[config.mk]
export PLATFORM = sky130hd
export DESIGN_NAME = mult_share_arbiter_flat
export DESIGN_NICKNAME = d
export VERILOG_FILES = /design/src/rtl/mult_share_arbiter_if.sv /design/src/rtl/mult_share_arbiter.sv /design/src/flat_wrapper.sv
export SDC_FILE = /design/constraint.sdc
export NUM_CORES = 1
export LEC_CHECK = 0
export BUFFER_PORTS_ARGS = -buffer_cell sky130_fd_sc_hd__buf_4
export CAP_MARGIN = 10
export CELL_PAD_IN_SITES_DETAIL_PLACEMENT = 0
export CELL_PAD_IN_SITES_GLOBAL_PLACEMENT = 1
export CORE_ASPECT_RATIO = 1.75
export CORE_MARGIN = 2
export CORE_UTILIZATION = 34
export CTS_CLUSTER_DIAMETER = 60
export CTS_CLUSTER_SIZE = 30
export DETAILED_ROUTE_END_ITERATION = 7
export PLACE_DENSITY = 0.85
export REMOVE_ABC_BUFFERS = 1
export SKIP_LAST_GASP = 1
export SYNTH_ARGS = -nofsm -noshare
export SYNTH_HDL_FRONTEND = slang
export SYNTH_SLANG_ARGS = --single-unit
[constraint.sdc]
create_clock -name clk -period 1.95 [get_ports clk]
set_input_delay 0 -clock clk [delete_from_list [all_inputs] [get_ports clk]]
set_output_delay 0 -clock clk [all_outputs]
set_load 0.05 [all_outputs]
[src/rtl/mult_share_arbiter_if.sv]
// Purpose: bundles the requester side and the multiplier side of the shared-multiplier arbiter.
// Latency: none, wires only.
// Backpressure: requesters hold req until ack; the multiplier signals completion with m_rdy.
interface mult_share_arbiter_if #(
    parameter int N_REQ = 2
);
    logic [N_REQ-1:0]   req;
    logic [8*N_REQ-1:0] op_a;
    logic [8*N_REQ-1:0] op_b;
    logic [N_REQ-1:0]   gnt;
    logic [N_REQ-1:0]   ack;
    logic               err;
    logic [15:0]        res;
    logic               busy;
    logic               m_ld;
    logic [7:0]         m_a;
    logic [7:0]         m_b;
    logic               m_rdy;
    logic [15:0]        m_result;

    // Arbiter view.
    modport slave (
        input  req, op_a, op_b, m_rdy, m_result,
        output gnt, ack, err, res, busy, m_ld, m_a, m_b
    );

    // Requesters plus multiplier view.
    modport master (
        output req, op_a, op_b, m_rdy, m_result,
        input  gnt, ack, err, res, busy, m_ld, m_a, m_b
    );
endinterface

[src/rtl/mult_share_arbiter.sv]
// Purpose: round-robin sharing of one 8x8 multiplier, one transaction at a time, with a watchdog.
// Latency: grant/load 1 cycle after request sample; ack 1 cycle after m_rdy (or after TIMEOUT cycles in WAIT).
// Backpressure: requests wait in IDLE while busy; req must be held until the matching ack pulse.
module mult_share_arbiter #(
    parameter int N_REQ   = 2,
    parameter int TIMEOUT = 64
) (
    input  logic                    clk,
    input  logic                    reset,
    mult_share_arbiter_if.slave     bus
);
    localparam int PW = (N_REQ > 2) ? 2 : 1;

    typedef enum logic [1:0] {IDLE, LOAD, WAIT, DONE} state_t;

    state_t           state;
    logic [PW-1:0]    ptr;
    logic [PW-1:0]    win_q;
    logic [7:0]       wd_cnt;
    logic [N_REQ-1:0] gnt_q;
    logic [N_REQ-1:0] ack_q;
    logic             err_q;
    logic [15:0]      res_q;
    logic             busy_q;
    logic             m_ld_q;
    logic [7:0]       m_a_q;
    logic [7:0]       m_b_q;

    logic             win_found;
    logic [PW-1:0]    win_idx;
    logic [PW-1:0]    jj;
    logic [N_REQ-1:0] win_oh;
    int               j;

    // Round-robin search starting at ptr; walking offsets from high to low lets the nearest requester win.
    always_comb begin
        win_found = 1'b0;
        win_idx   = '0;
        win_oh    = '0;
        j         = 0;
        jj        = '0;
        for (int k = N_REQ - 1; k >= 0; k--) begin
            j = int'(ptr) + k;
            if (j >= N_REQ) begin
                j = j - N_REQ;
            end
            jj = PW'(j);
            if (bus.req[jj]) begin
                win_found  = 1'b1;
                win_idx    = jj;
                win_oh     = '0;
                win_oh[jj] = 1'b1;
            end
        end
    end

    // Transaction FSM; every output is a register updated here.
    always_ff @(posedge clk) begin
        if (!reset) begin
            state  <= IDLE;
            ptr    <= '0;
            win_q  <= '0;
            wd_cnt <= '0;
            gnt_q  <= '0;
            ack_q  <= '0;
            err_q  <= 1'b0;
            res_q  <= '0;
            busy_q <= 1'b0;
            m_ld_q <= 1'b0;
            m_a_q  <= '0;
            m_b_q  <= '0;
        end else begin
            case (state)
                IDLE: begin
                    if (win_found) begin
                        win_q  <= win_idx;
                        gnt_q  <= win_oh;
                        m_a_q  <= bus.op_a[8*int'(win_idx) +: 8];
                        m_b_q  <= bus.op_b[8*int'(win_idx) +: 8];
                        m_ld_q <= 1'b1;
                        busy_q <= 1'b1;
                        state  <= LOAD;
                    end
                end
                LOAD: begin
                    m_ld_q <= 1'b0;
                    wd_cnt <= '0;
                    state  <= WAIT;
                end
                WAIT: begin
                    wd_cnt <= wd_cnt + 8'd1;
                    // A ready arriving on the timeout cycle still delivers the real product.
                    if (bus.m_rdy) begin
                        res_q <= bus.m_result;
                        err_q <= 1'b0;
                        ack_q <= gnt_q;
                        state <= DONE;
                    end else if (wd_cnt == 8'(TIMEOUT - 1)) begin
                        res_q <= 16'hFFFF;
                        err_q <= 1'b1;
                        ack_q <= gnt_q;
                        state <= DONE;
                    end
                end
                DONE: begin
                    ack_q  <= '0;
                    err_q  <= 1'b0;
                    gnt_q  <= '0;
                    busy_q <= 1'b0;
                    ptr    <= (win_q == PW'(N_REQ - 1)) ? '0 : win_q + PW'(1);
                    state  <= IDLE;
                end
                default: state <= IDLE;
            endcase
        end
    end

    assign bus.gnt  = gnt_q;
    assign bus.ack  = ack_q;
    assign bus.err  = err_q;
    assign bus.res  = res_q;
    assign bus.busy = busy_q;
    assign bus.m_ld = m_ld_q;
    assign bus.m_a  = m_a_q;
    assign bus.m_b  = m_b_q;
endmodule

[src/flat_wrapper.sv]
// flat-port wrapper written by rule: the top's interface ports become plain ports
module mult_share_arbiter_flat 
#(
    parameter int N_REQ   = 2,
    parameter int TIMEOUT = 64
)
  (clk, reset, bus_req, bus_op_a, bus_op_b, bus_m_rdy, bus_m_result, bus_gnt, bus_ack, bus_err, bus_res, bus_busy, bus_m_ld, bus_m_a, bus_m_b);
  mult_share_arbiter_if #(.N_REQ(N_REQ)) bus_i ();
  input  logic clk;
  input  logic reset;
  input wire logic [$bits(bus_i.req)-1:0] bus_req;
  input wire logic [$bits(bus_i.op_a)-1:0] bus_op_a;
  input wire logic [$bits(bus_i.op_b)-1:0] bus_op_b;
  input wire logic [$bits(bus_i.m_rdy)-1:0] bus_m_rdy;
  input wire logic [$bits(bus_i.m_result)-1:0] bus_m_result;
  output wire logic [$bits(bus_i.gnt)-1:0] bus_gnt;
  output wire logic [$bits(bus_i.ack)-1:0] bus_ack;
  output wire logic [$bits(bus_i.err)-1:0] bus_err;
  output wire logic [$bits(bus_i.res)-1:0] bus_res;
  output wire logic [$bits(bus_i.busy)-1:0] bus_busy;
  output wire logic [$bits(bus_i.m_ld)-1:0] bus_m_ld;
  output wire logic [$bits(bus_i.m_a)-1:0] bus_m_a;
  output wire logic [$bits(bus_i.m_b)-1:0] bus_m_b;
  assign bus_i.req = bus_req;
  assign bus_i.op_a = bus_op_a;
  assign bus_i.op_b = bus_op_b;
  assign bus_i.m_rdy = bus_m_rdy;
  assign bus_i.m_result = bus_m_result;
  assign bus_gnt = bus_i.gnt;
  assign bus_ack = bus_i.ack;
  assign bus_err = bus_i.err;
  assign bus_res = bus_i.res;
  assign bus_busy = bus_i.busy;
  assign bus_m_ld = bus_i.m_ld;
  assign bus_m_a = bus_i.m_a;
  assign bus_m_b = bus_i.m_b;
  mult_share_arbiter #(.N_REQ(N_REQ), .TIMEOUT(TIMEOUT)) u_core (.clk(clk), .reset(reset), .bus(bus_i));
endmodule
Word-level counts from Yosys, hierarchy flattened
Index checks and enable logic that the tools add are counted.

storage, ports and cells
  register bits = 51
  bits of input ports = 53
  output and inout bits = 39

cells by class
  add/sub/neg operators = 5
  $lt $le $gt $ge = 6
  equality and inequality tests = 6
  shifts and indexed selects = 2
  mux-type cells = 35
  reductions and logical operators = 14

operators with widths
  cell                 count
  $mux 16              2
  $shiftx 16x5->8      2
  $mux 1               16
  $mux 2               8
  $pmux 8 s2           1
  $reduce_and 2->1     6
  $reduce_bool 2->1    5
  $add 8x1->8 const B  1
  $eq 8x6->1 const B   1
  $pmux 2 s2           2
  $pmux 2 s4           1
  $pmux 1 s2           3
  $eq 2x2->1 const B   2
  $lt 1x2->1 const B   2
  $ne 3x2->1 const B   1
  $add 1x1->2 const B  1
  $demux 1 s1          2
  $eq 2x1->1 const B   1
  $ge 1x1->1 const B   2
  $ge 1x2->1 const B   1
  $ge 2x2->1 const B   1
  $logic_and 1x1->1    2
  $logic_not 2->1      1
  $ne 2x1->1 const B   1
  2 further kinds      3

Depth between registers and ports, before layout
Gate-level depths: netlist (run 1).

  depth after elaboration = 11
  mapped depth = 7
  mapped depth without buffers = 6

Least setup slack after synthesis (run 1)
No wires, ideal clock.

  path kind = register to register
  from = reg u_core.state[0]
  to = reg u_core.res_q[2] (netlist: u_core.bus.res[2])
  data arrival time = 1389 ps
  data required time = 1831 ps
  path slack = 442 ps
  cell stages (with the launch flop) = 7
  buffers on the path = 1
  clock period less this slack = 1508 ps
  cell sequence = dfxtp_1 > inv_1 > ha_1 > nand2_1 > o21ai_1 > buf_2 > o221a_2

on the way
  cells in the longest elaborated chain, start to end = 2

ends and longest elaborated chain
  item                        RTL line                  source
  from (decl)                 mult_share_arbiter.sv:16  state_t state;
  from (signal assigned)      mult_share_arbiter.sv:60  state <= IDLE;
  from (signal assigned)      mult_share_arbiter.sv:82  state <= LOAD;
  from (signal assigned)      mult_share_arbiter.sv:88  state <= WAIT;
  $eq 2x2->1                  mult_share_arbiter.sv:73  case (state)
  $reduce_and 2->1 (no line)  --
  to (signal assigned)        mult_share_arbiter.sv:94  res_q <= bus.m_result;
  to (decl)                   mult_share_arbiter.sv:23  logic [15:0] res_q;

No other way between the ends.
A chain may end at the register's enable or synchronous reset.

Final worst setup path (run 1)
  from = reg u_core.state[0]
  to = reg u_core.wd_cnt[6]

on the way
  cells in the longest elaborated chain, start to end = 2

ends and longest elaborated chain
  item                                             RTL line                  source
  $eq 2x2->1 or $eq 2x1->1 (tied branches)         mult_share_arbiter.sv:73
  $pmux 8 s2 or $reduce_bool 2->1 (tied branches)  --
  to (signal assigned)                             mult_share_arbiter.sv:91  wd_cnt <= wd_cnt + 8'd1;
  to (decl)                                        mult_share_arbiter.sv:19  logic [7:0] wd_cnt;

Parallel ways exist; a longest one is shown, timed or not.

==> results of run 1 <==
==> worst max-delay path: stages, from the launching register on <==
cell	delay, ns
dfxtp_1	0.39
inv_1	0.10
ha_1	0.39
nand2_1	0.10
or3_1	0.33
xnor2_1	0.15
nor2_1	0.06
==> cells in the mapped netlist (all sizes together), types with 4 or more instances <==
cell type and n:
nor2 29, clkbuf 6, dfxtp 51, inv 10, a21oi 10, buf 6
ha 6, o221a 16, mux2i 18, nand2 14, or3 4, o21ai 6
a211oi 16, nand3 4
==> state kept, by name (all words and copies together), names as in the netlist, 2 cells and up <==
register / cells
u_core.state: 2
u_core.bus.res: 16
u_core.bus.ack: 2
u_core.bus.m_b: 8
u_core.bus.m_a: 8
u_core.wd_cnt: 8
u_core.bus.gnt: 2
==> layout make-up <==
cell class,count,area [um^2],area share [%]
sequential,51,1020,32.2
multi-input combinational,142,997,31.4
timing repair buffer,114,926,29.2
tap,80,100,3.15
clock buffer,5,68.8,2.17
inverter,11,41.3,1.30
clock inverter,3,18.8,0.591
==> what timing repair did <==
action	4_1_cts	5_1_grt
endpoints found under the hold margin	18	0
setup buffers	0	0
hold buffers	18	0
==> cell families (layout without fill, tap and decap cells) <==
family | count (synthesis) | count (layout) | synth area share (%)
buf+inv | 23 | 133 | 5.51
xor+xnor | 5 | 5 | 2.05
mux | 18 | 18 | 8.44
fa+ha+maj | 6 | 6 | 3.51
compound gates | 52 | 52 | 19.4
flops | 51 | 51 | 47.8
simple gates | 61 | 61 | 13.2
==> per-layer routing <==
| metal | routed length [um] | track usage (%) |
|---|---|---|
| met2 | 2680 | 27.3 |
| met3 | 317 | 3.30 |
| met1 | 1940 | 15.2 |
| met4 | 152 | 8.07 |
| met5 | 0 | 0 |
==> power by group through the flow <==
| stage | clock network (uW) | logic (uW) | registers, uW |
|---|---|---|---|
| floorplan | 0 | 668 | 2130 |
| global placement | 0 | 2000 | 1430 |
| detailed placement | 0 | 2020 | 1440 |
| CTS | 629 | 2050 | 1420 |
| global route | 665 | 2190 | 1450 |
| finish | 601 | 2030 | 1420 |
==> metrics by stage <==
step	util [%]	hold WS, ns	cell area (um^2)
2_1_floorplan	-	0.122	2060
3_3_place_gp	47.4	0.282	2910
3_5_place_dp	47.4	0.280	2910
4_1_cts	51.7	0.0269	3170
5_1_grt	51.7	0.0515	3170
6_report	51.7	0.0328	3170
==> path summary, 6_finish.rpt <==
kind,depth (start not counted),slack [ns],endpoint
setup / recovery,6,0.31,u_core.wd_cnt[6]
hold reg to reg,2,0.46,u_core.bus.busy
hold / removal,3,0.03,u_core.bus.m_b[3]
setup reg to reg,6,0.31,u_core.wd_cnt[6]
==> run metrics, run 1 <==
Synth top area share=47.8%; commonest non-fill, non-tap cells in the layout=buf_4, dfxtp_1, nor2_1; IO buf count=91; placed cells=380; vias=1966; leakage=0.00145 uW; Post-route DRC=0; post-synthesis register bit count=51; TritonCTS buffer count=5; Slew Limit Headroom=69.4%; fmax=608 MHz; first-pass GRT wire length=8280 um; Mapped Avg Cell Area=9.89 um^2; Syn Inst Count=216; CTS tree=built; P_sw=1800 uW; CTS sink count=51; HPWL Detailed=3590 um; Setup TNS=0 ns; fin crit share=84.3%; clock skew=0.0106 ns; total track usage=14.8%; core area=6130 um^2; Worst Path Arrival=1.82 ns; Max IR drop VDD=713 uV; Site Rows=38; clk slew on worst S/H paths=0.09 ns; Clk Tree Root Cell=clkbuf_8; Worst Tran Pin Value=0.456 ns; status=completed; vias per cell=4.84; Post-synth EDFFs=0; crit path launch=u_core.state[0]; total grt overflow=0; ANT nets after route=0; H-Tree Level Count=2; Clk pwr share=14.8%; unrepaired setup endpoints after global routing=no; YS warnings=0; Fin. Hold Viols=0; Synth async-reset ratio=0%; leading area contributor after synthesis=dfxtp_1; number of fill cells=562; Power Total=4050 uW; Die W=63.9 um; Comb pwr share=50.2%; Sw Share=44.5%; layout cells sized above 1=38.3%; drt first-iter violations=73; final-report max-slew violation count=0; cell internal pwr=2250 uW; # IOs=92; min setup slack post-route=0.305 ns; Net count, final=384; final std cells w/o fill=406; post-CTS sizing=0; Setup CP Type=flop to flop; Seq pwr share=35.0%; crit path capture type=flop; largest net degree at the start of global routing=33; Final Setup Violations=0; dominant cells by area after synthesis=dfxtp_1, mux2i_1, o221a_2, a211oi_1, nor2_1; clock buffer depth=2; Critical Path RT=2.13 ns; crit start category=flop; Antenna Cells=0; DP Worst Slack=0.328 ns; post-synthesis cell area=2140 um^2; Initial Utilization=34.8%; pwr dens=1280 nW/um^2; die height=109 um; Netlist cell types=35; max_cap viols=0; Reg2Reg Launch Point=u_core.state[0]; die area=6960 um^2; Area Overhead vs Synth=48.6%; Final min period=1.64 ns; number of global-route vias before repair=1896; Skew-Pair Late Insertion Delay=0.31 ns; Synth Flop Type=dfxtp_1; Crit Path Max Fanout=6; register area share after synthesis=47.8%; Hold Crit Class=input port to flop; GP Congestion=0.737; Routed WL=5080 um; leading cell type in the layout, fill and taps excluded=buf_4; hold_sp=bus_op_b[11]; drt first pass iters=4; DR WL/cell=12.5 um; initial antenna violation count=0
Note: power is estimated with default switching activity, not from simulation.
==> inputs of run 2 (changes only) <==
--- a/config.mk
+++ b/config.mk
@@ -11,11 +11,11 @@
 export CELL_PAD_IN_SITES_GLOBAL_PLACEMENT = 1
 export CORE_ASPECT_RATIO = 1.75
 export CORE_MARGIN = 2
-export CORE_UTILIZATION = 34
+export CORE_UTILIZATION = 31
 export CTS_CLUSTER_DIAMETER = 60
 export CTS_CLUSTER_SIZE = 30
 export DETAILED_ROUTE_END_ITERATION = 7
-export PLACE_DENSITY = 0.85
+export PLACE_DENSITY = 0.82
 export REMOVE_ABC_BUFFERS = 1
 export SKIP_LAST_GASP = 1
 export SYNTH_ARGS = -nofsm -noshare
==> constraint.sdc (replaced) <==
create_clock -name clk -period 1.4 [get_ports clk]
set_input_delay 0 -clock clk [delete_from_list [all_inputs] [get_ports clk]]
set_output_delay 0 -clock clk [all_outputs]
set_load 0.05 [all_outputs]
==> run 2 against run 1 <==
The flow now finishes with violations (setup timing); global-route usage decreased by 0.18 points; clock skew decreased by 0.0041 ns; utilization increased by 2.0 points; largest cell class is now multi-input gates.
==> run metrics, run 2 (synthesis gave the netlist of run 1 again) <==
failing checks=setup timing; DP Worst Slack=-0.146 ns; Fin. Hold Viols=0; Routed WL=5840 um; crit start category=flop; IO buf count=91; Final Setup Violations=2; Hold Crit Class=input port to flop; R2R depth=7; Worst Tran Pin Value=0.325 ns; Worst Path Arrival=1.62 ns; Clk Tree Root Cell=clkbuf_16; largest net degree at the start of global routing=27; Setup TNS=-0.0343 ns; Max IR drop VDD=903 uV; clock skew=0.00648 ns; Antenna Cells=0; fin crit share=101%; fmax=705 MHz; clock buffer depth=2; HPWL Detailed=3850 um; slowest cell on the critical path=dfxtp_2; ANT nets after route=0; total grt overflow=0; pwr dens=1930 nW/um^2; Critical Path Max Stage Delay=0.34 ns; leading cell type in the layout, fill and taps excluded=buf_4; Critical Path RT=1.60 ns; GP Congestion=0.806; Hold Path Cell Cnt=2; drt first pass iters=3; clk slew on worst S/H paths=0.07 ns; die area=7600 um^2; Setup CP Type=flop to flop; # IOs=92; Skew-Pair Late Insertion Delay=0.29 ns; core area=6760 um^2; TritonCTS buffer count=5; final-report max-slew violation count=0; WP buf/inv=3; first-pass GRT wire length=8810 um; CTS sink count=51; Die W=66.7 um; status=finished, violations left; DR WL/cell=13.5 um; H-Tree Level Count=2; number of global-route vias before repair=1957; vias per cell=4.82; M1 GR Usage=15.5%; total track usage=14.6%; Final min period=1.42 ns; leakage=0.00163 uW; grt met3 use=3.55%; Slew Limit Headroom=78.2%; Net count, final=406; initial antenna violation count=0; global-route met2 utilization=26.8%; Post-route DRC=0; drt first-iter violations=65; Initial Utilization=31.6%; Site Rows=40; die height=114 um; CP delay by family, top=buffers and inverters; unrepaired setup endpoints after global routing=yes; Critical Path Stages=7; max reg flops=16; vias=2083; CTS tree=built; layout cells sized above 1=48.0%; min setup slack post-route=-0.0179 ns; GRT Max-Usage Layer=met2; max_cap viols=0; crit path capture type=flop; Area Overhead vs Synth=70.0%; Crit Path Max Fanout=6; CP cell instances=inv_4 > ha_4 > inv_1 > nor2_4 > clkbuf_16 > nor2_1 > a211oi_1; commonest non-fill, non-tap cells in the layout=buf_4, dfxtp_1, nor2_1
## run 2: cell count changes in the layout (fill, tap and decap cells not counted), sizes merged
cell	before	now
buf	96	120
dlygate4sd3	18	14
clkinvlp	0	1
clkbuf	5	7
clkinv	3	1
bufinv	0	1
## run 2: final timing paths
check | startpoint | end | slack (ns)
worst max-delay path | u_core.state[0] | u_core.bus.m_b[0] | -0.02
worst max register to register | u_core.state[0] | u_core.bus.m_b[0] | -0.02
worst min-delay path | bus_m_result[14] | u_core.bus.res[14] | 0.004
worst min register to register | u_core.bus.busy | u_core.bus.busy | 0.46
## run 2: power breakdown
| group | internal, uW | total [uW] | switching (uW) |
|---|---|---|---|
| logic | 1530 | 3620 | 2100 |
| clock network | 849 | 1390 | 537 |
| registers | 1790 | 2000 | 203 |
## run 2: cell type report
| class | count | area, um^2 |
|---|---|---|
| Fill cell | 616 | 3130 |
| Multi-Input combinational cell | 142 | 1150 |
| Timing Repair Buffer | 136 | 1140 |
| Sequential cell | 51 | 1030 |
| Clock buffer | 5 | 125 |
| Tap cell | 84 | 105 |
| Clock inverter | 3 | 46.3 |
| Inverter | 11 | 43.8 |
## run 2: worst reg2reg max path: cells and delay by family (launching register included)
family,cells,cell delay (ns)
buffers and inverters,3,0.37
flip-flops,1,0.34
AND/OR/NAND/NOR,2,0.29
AO/OA/AOI/OAI,1,0.20
adder cells (fa/ha/maj),1,0.14
## run 2: metrics by stage
| step | cell area, um^2 | total power [uW] | cells | utilization [%] | hold slack (ns) |
|---|---|---|---|---|---|
| global route | 3630 | 7380 | 432 | 53.7 | 0.00373 |
| finish | 3630 | 7010 | 432 | 53.7 | 0.00380 |
| detailed placement | 3020 | 5030 | 398 | 44.6 | 0.281 |
| global placement | 3020 | 4990 | 398 | 44.6 | 0.280 |
| CTS | 3430 | 6670 | 425 | 50.8 | 0.000783 |
| floorplan | 2060 | 3900 | 204 | - | 0.122 |
## run 2: timing repair
action / in CTS / in global routing
pin swaps: 10 / 21
buffers inserted: 4 / 4
setup endpoints to repair: 46 / 33
hold endpoints to repair: 14 / 0
hold buffers: 14 / 0
gates resized for setup: 20 / 20
gates cloned: 1 / 3
## run 2: layer usage
metal / up-vias / wire (um)
met5: - / 0
met4: 0 / 84
met3: 8 / 368
met2: 66 / 3220
met1: 970 / 2160
li1: 1039 / -
==> inputs of run 3 (changes only) <==
--- a/config.mk
+++ b/config.mk
@@ -15,6 +15,7 @@
 export CTS_CLUSTER_DIAMETER = 60
 export CTS_CLUSTER_SIZE = 30
 export DETAILED_ROUTE_END_ITERATION = 7
+export HOLD_SLACK_MARGIN = 0.08
 export PLACE_DENSITY = 0.82
 export REMOVE_ABC_BUFFERS = 1
 export SKIP_LAST_GASP = 1
==> run 3 against run 2 <==
Combinational power rose by 2%; largest cell class is now buffers; the run still ends with setup timing left; sequential share of layout area shrank 2.1 points; hold slack better by 0.067 ns; maximum frequency decreased by 0.19%.
==> run metrics, run 3 (synthesis gave the netlist of run 1 again) <==
Hold Crit Class=input port to flop; max reg flops=16; clock skew=0.00557 ns; Net count, final=435; core area=6760 um^2; CP delay by family, top=buffers and inverters; max_cap viols=0; CP cell instances=inv_4 > ha_4 > inv_1 > nor2_4 > clkbuf_16 > nor2_1 > a211oi_1; Site Rows=40; clk slew on worst S/H paths=0.07 ns; Crit Path Max Fanout=6; number of fill cells=573; fin util=58.0%; crit start category=flop; R2R depth=7; H-Tree Level Count=2; Reg2Reg Launch Point=u_core.state[0]; Initial Utilization=31.6%; WP buf/inv=3; largest net degree at the start of global routing=27; final-report max-slew violation count=0; total grt overflow=0; crit path capture type=flop; number of global-route vias before repair=2133; CTS sink count=51; DR WL/cell=13.8 um; HPWL Detailed=3850 um; DP Worst Slack=-0.146 ns; Fin. Hold Viols=0; Antenna Cells=0; Worst Tran Pin Value=0.324 ns; Worst Path Arrival=1.63 ns; leading cell type in the layout, fill and taps excluded=buf_4; TritonCTS buffer count=5; first-pass GRT wire length=9640 um; internal reg-to-reg setup slack=-0.02 ns; vias per cell=4.77; Critical Path Max Stage Delay=0.34 ns; pwr dens=1810 nW/um^2; fin crit share=101%; die area=7600 um^2; fmax=704 MHz; GP Congestion=0.806; WHS=0.0712 ns; drt first-iter violations=59; die height=114 um; failing checks=setup timing; min setup slack post-route=-0.0205 ns; vias=2197; hold endpoint=u_core.bus.m_a[0]; Clk Tree Root Cell=clkbuf_16; total track usage=16.1%; Routed WL=6350 um; initial antenna violation count=0; Critical Path RT=1.60 ns; hold_sp=bus_op_a[8]; Final Setup Violations=3; commonest non-fill, non-tap cells in the layout=buf_4, dfxtp_1, dlygate4sd3_1; crit path launch=u_core.state[0]; Final min period=1.42 ns; Slew Limit Headroom=78.2%; Setup TNS=-0.0458 ns; IO buf count=91; Setup CP Type=flop to flop; Max IR drop VDD=1040 uV; leakage=0.00175 uW; Skew-Pair Late Insertion Delay=0.29 ns; layout cells sized above 1=44.3%; # IOs=92; status=finished, violations left; clock buffer depth=2; Die W=66.7 um; Hold Path Cell Cnt=3; unrepaired setup endpoints after global routing=yes; worst r2r dst=u_core.bus.m_b[0]; Post-route DRC=0; drt first pass iters=3; slowest cell on the critical path=dfxtp_2; CTS tree=built; ANT nets after route=0; Area Overhead vs Synth=83.6%
## run 3: worst max-delay path by stage
stage,to,slack (ns),cells past startpoint
floorplan,u_core.bus.ack[1],-0.52,6
global placement,u_core.bus.gnt[1],-0.09,6
detailed placement,u_core.bus.gnt[1],-0.15,6
CTS,u_core.wd_cnt[6],-0.01,6
global route,u_core.wd_cnt[3],-0.10,7
finish,u_core.bus.m_b[0],-0.02,7
## run 3: through the flow
step,power [uW],std cells,instance area (um^2)
3_3_place_gp,4990,398,3020
4_1_cts,6730,454,3720
3_5_place_dp,5030,398,3020
2_1_floorplan,3900,204,2060
5_1_grt,7460,461,3920
6_report,7090,461,3920
## run 3: report_power, final
group,leakage (uW),switching (uW),internal (uW)
combinational,0.00125,2120,1580
clock,0.0000804,535,849
sequential,0.000419,206,1790
total,0.00175,2860,4220
## run 3: final cells by class
cell class,instances,area (um^2),area share (%)
clock inverters,3,46.3,1.18
clock buffers,5,125,3.19
multi-input cells,142,1150,29.2
inverters,11,43.8,1.12
well taps,84,105,2.68
repair buffers,165,1430,36.4
flip-flops and latches,51,1030,26.2
## run 3: worst register-to-register path, delay by kind of cell, from the launching register on
| kind | cells | cell delay [ns] |
|---|---|---|
| buffers and inverters | 3 | 0.37 |
| flip-flops | 1 | 0.34 |
| AND/OR/NAND/NOR | 2 | 0.29 |
| AO/OA/AOI/OAI | 1 | 0.20 |
| adder cells (fa/ha/maj) | 1 | 0.14 |
## run 3: layer usage
| layer | global-route usage, % | vias up | part of all wire (%) |
|---|---|---|---|
| met5 | 0 | - | 0 |
| met4 | 5.85 | 0 | 1.6 |
| met3 | 3.75 | 10 | 5.8 |
| met2 | 30.4 | 70 | 56 |
| met1 | 16.6 | 1019 | 37 |
| li1 | - | 1098 | - |
## run 3: timing repair
action | 4_1_cts | 5_1_grt
endpoints found under the hold margin | 31 | 0
pin swaps | 10 | 21
setup endpoints to repair | 46 | 33
buffers inserted | 4 | 4
hold buffers | 43 | 0
cloned | 1 | 3
resized for setup | 20 | 20
